$ cat src/rtl/fifo_pkg.sv
// Shared types and constants for the FIFO write-port arbiter.
// State encoding, default widths and the grant mapping used by the top level.
package fifo_pkg;

  typedef enum logic [1:0] {
    StIdle = 2'd0,
    StG0   = 2'd1,
    StG1   = 2'd2
  } arb_state_e;

  localparam int unsigned DefaultDw        = 16;
  localparam int unsigned DefaultBurst     = 4;
  localparam int unsigned AlmostFullMargin = 1;
  localparam int unsigned BurstCntW        = 8;

  function automatic logic [1:0] grant_of(arb_state_e st);
    case (st)
      StG0:    return 2'b01;
      StG1:    return 2'b10;
      default: return 2'b00;
    endcase
  endfunction

endpackage

$ cat src/rtl/rr_ptr_burst.sv
// Burst counter and round-robin pointer for the write-port arbiter.
// Decides when the current owner must give up the grant.
module rr_ptr_burst
  import fifo_pkg::*;
#(
  parameter int unsigned BURST = DefaultBurst
) (
  input  logic clk,
  input  logic rst,
  input  logic active,
  input  logic owner,
  input  logic accept,
  input  logic own_valid,
  output logic leave,
  output logic ptr
);

  logic [BurstCntW-1:0] cnt_q, cnt_d;
  logic [BurstCntW:0]   cnt_inc;
  logic                 ptr_q, ptr_d;
  logic                 hit;

  always_comb begin
    cnt_inc = {1'b0, cnt_q} + {{BurstCntW{1'b0}}, 1'b1};
    hit     = accept && (cnt_inc == (BurstCntW + 1)'(BURST));
    leave   = active && (!own_valid || hit);
    cnt_d   = cnt_q;
    ptr_d   = ptr_q;
    if (!active) begin
      cnt_d = '0;
    end else if (leave) begin
      // Burst exhausted or owner idle: hand priority to the other requester.
      cnt_d = '0;
      ptr_d = !owner;
    end else if (accept) begin
      cnt_d = cnt_inc[BurstCntW-1:0];
    end
  end

  always_ff @(posedge clk) begin
    if (!rst) begin
      cnt_q <= '0;
      ptr_q <= 1'b0;
    end else begin
      cnt_q <= cnt_d;
      ptr_q <= ptr_d;
    end
  end

  assign ptr = ptr_q;

endmodule

$ cat src/rtl/fifo_wr_arbiter.sv
// Two-producer round-robin arbiter for the single write port of the sync FIFO.
// Registered write strobe/data, overflow-safe ready, sticky overflow flag and a write counter.
module fifo_wr_arbiter
  import fifo_pkg::*;
#(
  parameter int unsigned DW    = DefaultDw,
  parameter int unsigned BURST = DefaultBurst
) (
  input  logic          clk,
  input  logic          rst,
  input  logic          req0_valid,
  input  logic [DW-1:0] req0_data,
  output logic          req0_ready,
  input  logic          req1_valid,
  input  logic [DW-1:0] req1_data,
  output logic          req1_ready,
  input  logic          fifo_full,
  input  logic          fifo_almostfull,
  input  logic          fifo_over,
  output logic          fifo_wr,
  output logic [DW-1:0] fifo_din,
  output logic [1:0]    grant,
  output logic          err_over,
  output logic [15:0]   wcount
);

  arb_state_e    state_q, state_d;
  logic          active, owner, own_valid, other_valid;
  logic          ready, accept, leave, ptr;
  logic [DW-1:0] own_data;

  rr_ptr_burst #(
    .BURST(BURST)
  ) u_rr (
    .clk      (clk),
    .rst      (rst),
    .active   (active),
    .owner    (owner),
    .accept   (accept),
    .own_valid(own_valid),
    .leave    (leave),
    .ptr      (ptr)
  );

  always_comb begin
    active      = (state_q != StIdle);
    owner       = (state_q == StG1);
    own_valid   = owner ? req1_valid : req0_valid;
    other_valid = owner ? req0_valid : req1_valid;
    own_data    = owner ? req1_data : req0_data;
    // A write already in flight consumes the last free slot signalled by almostfull.
    ready       = active && !fifo_full && !(fifo_almostfull && fifo_wr);
    accept      = own_valid && ready;
    req0_ready  = ready && !owner;
    req1_ready  = ready && owner;
  end

  always_comb begin
    state_d = state_q;
    unique case (state_q)
      StIdle: begin
        if (req0_valid && req1_valid) begin
          state_d = ptr ? StG1 : StG0;
        end else if (req0_valid) begin
          state_d = StG0;
        end else if (req1_valid) begin
          state_d = StG1;
        end
      end
      StG0, StG1: begin
        if (leave) begin
          if (other_valid) begin
            state_d = owner ? StG0 : StG1;
          end else if (!own_valid) begin
            state_d = StIdle;
          end
        end
      end
      default: state_d = StIdle;
    endcase
  end

  always_ff @(posedge clk) begin
    if (!rst) begin
      state_q  <= StIdle;
      fifo_wr  <= 1'b0;
      fifo_din <= '0;
      grant    <= 2'b00;
      err_over <= 1'b0;
      wcount   <= '0;
    end else begin
      state_q <= state_d;
      grant   <= grant_of(state_d);
      fifo_wr <= accept;
      if (accept) begin
        fifo_din <= own_data;
      end
      if (fifo_over) begin
        err_over <= 1'b1;
      end
      if (fifo_wr) begin
        wcount <= wcount + 16'd1;
      end
    end
  end

endmodule

$ cat config.mk
export PLATFORM = sky130hd
export DESIGN_NAME = fifo_wr_arbiter
export DESIGN_NICKNAME = d
export VERILOG_FILES = /design/src/rtl/fifo_pkg.sv /design/src/rtl/rr_ptr_burst.sv /design/src/rtl/fifo_wr_arbiter.sv
export SDC_FILE = /design/constraint.sdc
export NUM_CORES = 1
export LEC_CHECK = 0
export CORE_MARGIN = 1
export CORE_UTILIZATION = 48
export CTS_BUF_LIST = sky130_fd_sc_hd__clkbuf_4
export DETAILED_ROUTE_END_ITERATION = 16
export GPL_ROUTABILITY_DRIVEN = 0
export PLACE_DENSITY = 0.84
export REMOVE_ABC_BUFFERS = 1
export SLEW_MARGIN = 25
export SYNTH_ARGS = -nofsm -noshare
export SYNTH_HDL_FRONTEND = slang
export SYNTH_SLANG_ARGS = --single-unit
$ cat constraint.sdc
create_clock -name clk -period 2.3 [get_ports clk]
set_input_delay 0.46 -clock clk [delete_from_list [all_inputs] [get_ports clk]]
set_output_delay 0.46 -clock clk [all_outputs]
set_load 0.05 [all_outputs]
==> flow_metrics.env <==
export IMPL_met3_usage=0.0472
export IMPL_vias_per_cell=5.29
export IMPL_hold_end="err_over"
export IMPL_r2r_end="grant[1]"
export IMPL_num_rows=25
export IMPL_slew_headroom=0.635
export IMPL_cts_hold_buf=0
export IMPL_postSynth_asyncResetShare=0
export IMPL_use_met2=0.346
export IMPL_io_buffers=76
export IMPL_clk_latency_ns=0.35
export IMPL_setup_violations=0
export IMPL_cts_tree="done"
export IMPL_min_period_ns=2.20
export IMPL_cts_max_path_buffers=2
export IMPL_drtAntennaViolNets=0
export IMPL_yosysSeqAreaShare=0.395
export IMPL_ys_top_cells_by_count="dfxtp_1, nand2_1, mux2i_1"
export IMPL_hold_viol_final=0
export IMPL_h_tree_depth=2
export IMPL_critPathLaunchType="flop"
export IMPL_clk_pin_slew_ns=0.14
export IMPL_p_leak_nw=1.43
export IMPL_antennaDiodeCount=0
export IMPL_setup_worst_path_end_class="primary output"
export IMPL_core_area_um2=4750
export IMPL_grt_total_usage=0.204
export IMPL_grt_use_met1=0.246
export IMPL_r2r_setup_slack_ns=0.34
export IMPL_grt_max_degree=38
export IMPL_syn_area_per_cell_um2=9.53
export IMPL_required_ns=1.84
export IMPL_synth_cells=250
export IMPL_synth_area_top_cells="dfxtp_1, mux2i_1, o211a_1"
export IMPL_finalPower_mw=2.67
export IMPL_final_max_slew_viol_count=0
export IMPL_synth_edf_count=0
export IMPL_syn_cell_area_um2=2380
export IMPL_syn_to_final_growth_pct=41.1
export IMPL_synth_top_area_share=0.395
export IMPL_post_route_util=0.707
export IMPL_final_layout_size_suffix_gt1_frac=0.0994
export IMPL_ys_warnings_count=0
export IMPL_ys_flop_type="dfxtp_1"
export IMPL_io_pins=77
export IMPL_antenna_found_initial=0
export IMPL_rsz0062_at_grt="false"
export IMPL_fin_nets=376
export IMPL_cp_slowest_stage_delay_ns=0.37
export IMPL_drc=0
export IMPL_skew_ns=0.0142
export IMPL_die_w_um=72.5
export IMPL_ys_ff_latch=47
export IMPL_r2r_start="state_q[0]"
export IMPL_via_count=2109
export IMPL_dieArea_um2=5250
export IMPL_crit_fanout=6
export IMPL_synth_area_leader_cell="dfxtp_1"
export IMPL_finalCritPeriodShare=0.957
export IMPL_path_class="flop to primary output"
export IMPL_max_freq_ghz=0.455
export IMPL_die_h_um=72.5
export IMPL_synthDistinctLibCells=43
export IMPL_power_density_nw_per_um2=795
export IMPL_crit_chain="inv_1, ha_2, a211oi_2, buf_4, and2_1, buf_12"
export IMPL_grt_pass1_wl_um=8590
export IMPL_drt_iter0_drc=121
export IMPL_grt_overflow=0
export IMPL_wirelength_um=5210
export IMPL_grt_pass1_vias=1981
export IMPL_cp_arrival_ns=1.74
export IMPL_place_hpwl_um=3780
export IMPL_top_usage_layer="met2"
export IMPL_rr_worst_depth=7
export IMPL_hold_depth=1
export IMPL_vdd_drop_max_uv=425
export IMPL_outcome="completed"
export IMPL_drv_cap=0
export IMPL_clock_sinks=47
export IMPL_dr_pass1_iters=4
export IMPL_crit_path_top_delay_cell="dfxtp_4"
export IMPL_cts_inserted_buffers=5
export IMPL_wire_per_inst_um=13.0
export IMPL_root_buffer="clkbuf_4"
export IMPL_initial_utilization=0.501
export IMPL_hold_path_class="flop to flop"
export IMPL_tightestPinTransition_ns=0.544
export IMPL_yosysMostFrequentCell="dfxtp_1"
export IMPL_min_delay_start="err_over"
[layout make-up]
class,instances,area [µm²]
Tap cell,67,83.8
Clock inverter,3,46.3
Sequential cell,47,948
Multi-Input combinational cell,186,1370
Inverter,4,15.0
Fill cell,391,1390
Clock buffer,5,37.5
Timing Repair Buffer,87,861
[logic make-up (layout without fill, tap and decap cells)]
family                     after synthesis  in the layout  share of synthesized area
and+or+nand+nor                         97             97                      0.220
buffers and inverters                   17             99                     0.0320
adders and majority gates                6              6                     0.0315
muxes                                   22             22                     0.0945
xor gates and xnor gates                22             22                     0.0808
AOI/OAI and AO/OA                       39             39                      0.146
DFF                                     47             47                      0.395
[state kept, by name, indices dropped and copies added (netlist names)]
| signal | cells |
|---|---|
| grant | 2 |
| state_q | 2 |
| fifo_din | 16 |
| err_over | 1 |
| fifo_wr | 1 |
| u_rr.cnt_q | 8 |
| wcount | 16 |
| u_rr.ptr | 1 |
[metrics by stage]
stage	hold slack (ns)	std cells	setup TNS [ns]	setup WS (ns)	cell area, µm²
after floorplan	0.445	237	-17.69	-0.988	2320
after global placement	0.447	389	0	0.151	3240
after detailed placement	0.457	389	0	0.109	3240
after CTS	0.490	397	0	0.0232	3330
after global routing	0.513	399	0	0.0198	3360
final	0.487	399	0	0.0999	3360
[worst max-delay path: cells and delay by family, from the launching register on]
family          cells  cell delay, ns
compound gates      1            0.26
fa+ha+maj           1            0.22
simple gates        1            0.17
buf+inv             3            0.37
flops               1            0.37
[where the power goes]
group / leakage (nW) / total [mW] / switching, mW / internal (mW)
clock: 0.0418 / 0.499 / 0.267 / 0.232
sequential: 0.382 / 0.989 / 0.0671 / 0.922
combinational: 1.00 / 1.19 / 0.700 / 0.486
[per-layer routing]
layer | part of all wire | vias to the layer above
li1 | - | 1045
met1 | 0.43 | 981
met2 | 0.48 | 73
met3 | 0.060 | 10
met4 | 0.027 | 0
met5 | 0 | -
[worst max-delay path by stage]
stage | cells past startpoint | slack (ns) | start | end
after floorplan | 6 | -0.99 | state_q[1] | grant[1]
after detailed placement | 6 | 0.11 | fifo_almostfull | grant[1]
after global routing | 6 | 0.02 | state_q[0] | req1_ready
final | 6 | 0.1 | state_q[0] | req1_ready
after CTS | 6 | 0.02 | state_q[0] | req0_ready
after global placement | 6 | 0.15 | fifo_almostfull | grant[1]
[layout by cell type, fill, tap and decap left out, types with 7 or more instances in the layout]
cell             count
buf_4               10
xnor2_1             11
and3_1               7
clkdlybuf4s50_1     73
o211a_1             16
nor2_1               8
nand3_1              9
and2_1              13
nand2_1             31
dfxtp_1             45
nand4_1              8
xor2_1              11
mux2i_1             21
[timing repair]
item | in CTS | in global routing
cloned | 0 | 0
buffers inserted | 0 | 2
setup endpoints to repair | 2 | 3
resized for setup | 2 | 7
pin swaps | 0 | 1
(Power assumes the default switching activity.)
